===== src/rtl/sdram_port_arbiter.sv =====
// ---------------------------------------------------------------------------
// sdram_port_arbiter
//
// N-port front end for sdram_controller. One port at a time owns the
// controller. Its address, write data, write enable and focus are routed
// through, and only that port sees the controller's ready. Ownership is
// handed over only when the controller reports ready, so an access is never
// switched mid-flight. After the owner drops req, a hold window keeps
// ownership with it for HOLD_CYCLES cycles. This lets a bursty owner come
// back without re-arbitrating.
//
// Ports:
//   Clk          system clock
//   Reset        asynchronous, active-low reset
//   req          per-port ownership request (level)
//   addr         packed per-port word address, port i at [i*ADDR_W +: ADDR_W]
//   din          packed per-port write data,  port i at [i*DATA_W +: DATA_W]
//   we           per-port write enable
//   focus        per-port refresh inhibit
//   grant        one-hot current owner (DEFAULT_PORT when nobody owns it)
//   r            per-port ready, sdram_R gated by grant
//   dout         controller read data, broadcast to every port
//   sdram_Addr   fields of the granted port, to the controller
//   sdram_Din    fields of the granted port, to the controller
//   sdram_WE     fields of the granted port, to the controller
//   sdram_Focus  fields of the granted port, to the controller
//   sdram_R      controller ready
//   sdram_Dout   controller read data
// ---------------------------------------------------------------------------
module sdram_port_arbiter #(
    parameter int                NUM_PORTS    = 2,
    parameter int                ADDR_W       = 25,
    parameter int                DATA_W       = 16,
    parameter int                HOLD_W       = 24,
    parameter logic [HOLD_W-1:0] HOLD_CYCLES  = 24'hFFFFFF,
    parameter int                RR_MODE      = 0,
    parameter int                DEFAULT_PORT = 0
) (
    input  logic                        Clk,
    input  logic                        Reset,
    input  logic [NUM_PORTS-1:0]        req,
    input  logic [NUM_PORTS*ADDR_W-1:0] addr,
    input  logic [NUM_PORTS*DATA_W-1:0] din,
    input  logic [NUM_PORTS-1:0]        we,
    input  logic [NUM_PORTS-1:0]        focus,
    output logic [NUM_PORTS-1:0]        grant,
    output logic [NUM_PORTS-1:0]        r,
    output logic [DATA_W-1:0]           dout,
    output logic [ADDR_W-1:0]           sdram_Addr,
    output logic [DATA_W-1:0]           sdram_Din,
    output logic                        sdram_WE,
    output logic                        sdram_Focus,
    input  logic                        sdram_R,
    input  logic [DATA_W-1:0]           sdram_Dout
);

    localparam int PTR_W = (NUM_PORTS > 1) ? $clog2(NUM_PORTS) : 1;
    localparam logic [NUM_PORTS-1:0] ONE_HOT0      = {{(NUM_PORTS-1){1'b0}}, 1'b1};
    localparam logic [NUM_PORTS-1:0] DEFAULT_GRANT = ONE_HOT0 << DEFAULT_PORT;
    localparam logic [PTR_W-1:0]     RR_RESET      = PTR_W'(NUM_PORTS - 1);
    // The window covers HOLD_CYCLES edges. The edge that enters HOLD already
    // counts, so the counter starts one below the window length.
    localparam logic [HOLD_W-1:0]    HOLD_LOAD     = HOLD_CYCLES - HOLD_W'(1);

    typedef enum logic [1:0] {
        IDLE = 2'd0,
        OWN  = 2'd1,
        HOLD = 2'd2
    } state_t;

    state_t               state, state_nxt;
    logic [NUM_PORTS-1:0] grant_nxt;
    logic [HOLD_W-1:0]    hold_cnt, hold_nxt;
    logic [PTR_W-1:0]     rr_ptr, rr_nxt;

    logic                 owner_req;
    logic [PTR_W-1:0]     win_idx;
    logic                 win_found;
    logic [NUM_PORTS-1:0] win_grant;
    logic                 do_expiry;

    // Datapath: AND-OR mux on the one-hot grant, so an invalid index never
    // reaches a part select.
    always_comb begin
        sdram_Addr  = '0;
        sdram_Din   = '0;
        sdram_WE    = 1'b0;
        sdram_Focus = 1'b0;
        for (int i = 0; i < NUM_PORTS; i++) begin
            if (grant[i]) begin
                sdram_Addr  = addr[i*ADDR_W +: ADDR_W];
                sdram_Din   = din[i*DATA_W +: DATA_W];
                sdram_WE    = we[i];
                sdram_Focus = focus[i];
            end
        end
    end

    assign dout      = sdram_Dout;
    assign r         = grant & {NUM_PORTS{sdram_R}};
    assign owner_req = |(req & grant);

    // Arbitration: pick the winner among the requesting ports.
    always_comb begin
        win_idx   = '0;
        win_found = 1'b0;
        if (RR_MODE != 0) begin
            // Search upward starting just past the last winner.
            for (int k = 1; k <= NUM_PORTS; k++) begin
                if (!win_found && req[(int'(rr_ptr) + k) % NUM_PORTS]) begin
                    win_idx   = PTR_W'((int'(rr_ptr) + k) % NUM_PORTS);
                    win_found = 1'b1;
                end
            end
        end else begin
            // Fixed priority: the lowest set index wins.
            for (int i = NUM_PORTS - 1; i >= 0; i--) begin
                if (req[i]) begin
                    win_idx   = PTR_W'(i);
                    win_found = 1'b1;
                end
            end
        end
    end

    assign win_grant = ONE_HOT0 << win_idx;

    always_comb begin
        state_nxt = state;
        grant_nxt = grant;
        hold_nxt  = hold_cnt;
        rr_nxt    = rr_ptr;
        do_expiry = 1'b0;

        case (state)
            IDLE: begin
                if (win_found && sdram_R) begin
                    grant_nxt = win_grant;
                    rr_nxt    = win_idx;
                    state_nxt = OWN;
                end else begin
                    grant_nxt = DEFAULT_GRANT;
                end
            end
            OWN: begin
                if (!owner_req) begin
                    if (HOLD_CYCLES == '0) begin
                        do_expiry = 1'b1;
                    end else begin
                        hold_nxt  = HOLD_LOAD;
                        state_nxt = HOLD;
                    end
                end
            end
            HOLD: begin
                if (owner_req) begin
                    // Owner came back. The next release starts a fresh window.
                    hold_nxt  = '0;
                    state_nxt = OWN;
                end else if (hold_cnt != '0) begin
                    hold_nxt = hold_cnt - HOLD_W'(1);
                end else begin
                    do_expiry = 1'b1;
                end
            end
            default: begin
                grant_nxt = DEFAULT_GRANT;
                hold_nxt  = '0;
                state_nxt = IDLE;
            end
        endcase

        // Handover waits for the controller to be ready. Until then, hold
        // ownership with the counter parked at zero.
        if (do_expiry) begin
            if (sdram_R) begin
                if (win_found) begin
                    grant_nxt = win_grant;
                    rr_nxt    = win_idx;
                    state_nxt = OWN;
                end else begin
                    grant_nxt = DEFAULT_GRANT;
                    state_nxt = IDLE;
                end
            end else begin
                hold_nxt  = '0;
                state_nxt = HOLD;
            end
        end
    end

    always_ff @(posedge Clk or negedge Reset) begin
        if (!Reset) begin
            state    <= IDLE;
            grant    <= DEFAULT_GRANT;
            hold_cnt <= '0;
            rr_ptr   <= RR_RESET;
        end else begin
            state    <= state_nxt;
            grant    <= grant_nxt;
            hold_cnt <= hold_nxt;
            rr_ptr   <= rr_nxt;
        end
    end

endmodule


===== config.mk =====
export PLATFORM = sky130hd
export DESIGN_NAME = sdram_port_arbiter
export DESIGN_NICKNAME = d
export VERILOG_FILES = /design/src/rtl/sdram_port_arbiter.sv
export SDC_FILE = /design/constraint.sdc
export NUM_CORES = 1
export LEC_CHECK = 0
export BUFFER_PORTS_ARGS = -buffer_cell sky130_fd_sc_hd__buf_4
export CORE_MARGIN = 2
export CORE_UTILIZATION = 43
export DETAILED_ROUTE_END_ITERATION = 8
export GPL_TIMING_DRIVEN = 0
export PLACE_DENSITY = 0.82
export SLEW_MARGIN = 20
export SYNTH_ARGS = -nofsm -noshare
export SYNTH_HDL_FRONTEND = slang
export SYNTH_SLANG_ARGS = --single-unit

===== constraint.sdc =====
create_clock -name Clk -period 2.2 [get_ports Clk]
set_input_delay 0.22 -clock Clk [delete_from_list [all_inputs] [get_ports Clk]]
set_output_delay 0.22 -clock Clk [all_outputs]
set_load 0.05 [all_outputs]

==> results.ini <==
[outcome]
status = completed

[worst_setup_path]
cp_data_required_time_ns = 2.40
critPathTopFamily = compound AO/OA/AOI/OAI gates
r2r_cells = 6
worst-r2r-setup-slack_ns = 0.07
crit_path_end = hold_cnt[15]
path_cells = or4_1, buf_2, nor2_8, o21ai_4, o41a_1, a311oi_2
crit_path_top_delay_cell = or4_1
reg2reg_to = hold_cnt[15]
worst_path_largest_cell_delay_ns = 0.49
cp_max_fo = 9
crit_type = reg2reg
cp_num_buf_inv = 1
end_kind = flip-flop
critPathLaunch = hold_cnt[2]
crit_arrival_ns = 2.33
r2r_start = hold_cnt[2]
start_kind = flip-flop
cp_num_cells = 6

[logic_synthesis]
ys_types = 63
dominantRegCellSynth = dfrtp_1
synth_area_um2 = 2520
syn_nets = 394
synth_top_cell_by_area = dfrtp_1
synth.avg_cell_area_um2 = 8.98
synth_seq_area_share = 0.278
synth-seq-cells = 28
synth_area_leaders = dfrtp_1, a22o_1, buf_4
yosys_warnings = 0
synthCells = 281
synth_top_cell_area_share = 0.268
synth_edf_count = 0
synth_async_sr_flop_share = 1.00

[finish]
layout_commonest_cell = buf_4
drive_above_1_share = 0.510
synthToLayoutAreaGrowth_pct = 60.9
final_cell_area_um2 = 4060
layout.cells.non_filler = 517
nets = 559
diodes = 0
final_core_util = 0.728
final_cell_mix = buf_4, a22o_1, dfrtp_1

[floorplan]
die_h_um = 80.6
initial_core_util = 0.453
core_area_um2 = 5570
dieArea_um2 = 6500
pin_count = 170
rows = 27
die_w_um = 80.6

[drt]
vias = 3208
drc_errors = 0
finalWirelength_um = 10700
ant_nets = 0
vias_per_cell = 6.21
drt_iter0_drc = 404
post_drt_wl_per_cell_um = 20.6
drtPass1Iterations = 5

[clocking]
path_clk_slew_ns = 0.11
cts_sinks = 28
cts_tree = done
worst_skew_pair.late_latency_ns = 0.29
h-tree-depth = 1
clock_path_buffers = 2
root_buffer = clkbuf_8
cts_made_buffers = 3

[worst_hold_path]
hold_path_class = in2reg

[power_and_ir_drop]
powerDensity_nw_per_um2 = 1600
ir_drop_mv = 0.859
power_leakage_nw = 1.93

[timing]
relSlewSlack = 0.592
finalHoldViolCount = 0
drv_slew = 0
min_period_ns = 2.13
worst_clock_skew_ns = 0.0107
max_freq_ghz = 0.469
worst_pin_slew_ns = 0.609
rsz0062_at_grt = true
timing.hold.ws_ns = 0.179
finalSetupViolCount = 0
fin_crit_sh = 0.969

[place]
dp_hpwl_um = 8220
place_inst = 506
dpl_cell_area_um2 = 3760
gp_congestion = 0.890
portBuffers = 153

[global_route]
grt_use_total = 0.318
grt_pass1_wl_um = 15600
grt_max_degree = 29
antenna_found_initial = 0
grt_pass1_vias = 2930
grt_overflow = 0

[run]
drv_cap = 0

## how the worst min path moves through the flow
stage                        from           end  slack (ns)  cells after the start
after floorplan             Reset      grant[1]       -0.08                      0
after global placement      Reset  hold_cnt[14]        0.16                      1
after detailed placement    Reset  hold_cnt[11]        0.17                      1
after CTS                 sdram_R      grant[0]        0.17                      3
after global routing      sdram_R      grant[0]        0.18                      3
final                     sdram_R      grant[0]        0.18                      3
## per-stage QoR
step	power (W)	setup TNS, ns	setup slack (ns)
after CTS	0.00619	0	0.00476
final	0.00648	0	0.0693
after floorplan	0.00429	0	0.142
after detailed placement	0.00566	-3.19	-0.163
after global placement	0.00559	-2.81	-0.149
after global routing	0.00679	-0.901	-0.0739
## final cells by class
class / count / area (µm²)
Timing Repair Buffer: 161 / 1220
Buffer: 35 / 230
Tap cell: 72 / 90.1
Sequential cell: 28 / 702
Fill cell: 436 / 1510
Clock buffer: 3 / 41.3
Multi-Input combinational cell: 212 / 1730
Clock inverter: 1 / 30.0
Inverter: 5 / 18.8
## report_power, final
group	leakage, nW	internal (W)	switching, W
clock network	0.0357	0.000244	0.000184
registers	0.348	0.000776	0.000398
logic	1.55	0.00174	0.00314
## repair_timing
item	in CTS	in global routing
hold buffers	1	0
hold endpoints to repair	27	0
cloned	0	0
buffers inserted	2	5
pin swaps	1	5
setup endpoints to repair	64	50
resized for setup	16	32
## logic make-up (layout without fill, tap and decap cells)
family / after synthesis / in the layout / share of synthesized area
mux: 3 / 3 / 0.0119
compound gates: 123 / 123 / 0.375
buf+inv: 41 / 205 / 0.0912
simple gates: 80 / 80 / 0.214
flops: 28 / 28 / 0.278
fa+ha+maj: 6 / 6 / 0.0297
## metal layers
layer,global-route usage,share of wire,up-vias
met5,0,0,-
met4,0.0881,0.026,0
met3,0.0820,0.097,23
met2,0.526,0.50,207
met1,0.408,0.38,1526
li1,-,-,1452
## tightest hold or removal path, cell delays in order
cell and delay, ns:
buf_4 0.14, nand2_1 0.05, a2bb2oi_1 0.06
## flip-flops by register name, summed over array words and instances, names as in the netlist
register,count
grant,2
hold_cnt,24
state,2
## Yosys cell counts, types with 2 or more instances
master / instances
a22o_1: 44
dfrtp_1: 27
a21oi_1: 17
a31oi_1: 16
buf_4: 16
clkbuf_1: 16
nor2_1: 13
nand2_1: 11
or4_1: 8
o311ai_0: 7
ha_1: 6
o21ai_0: 6
or3_1: 6
a211oi_1: 5
inv_1: 5
and2_1: 4
nor4_1: 4
mux2i_1: 3
nand3_1: 3
nor2b_1: 3
nor4_2: 3
o211ai_1: 3
o31a_1: 3
o31ai_1: 3
a311oi_1: 2
buf_6: 2
nand2b_1: 2
nand3b_1: 2
nand4_1: 2
nor3_1: 2
o211a_1: 2
o41ai_1: 2
or2_2: 2
or4_4: 2
No activity file was read; power rests on OpenSTA's default activity.
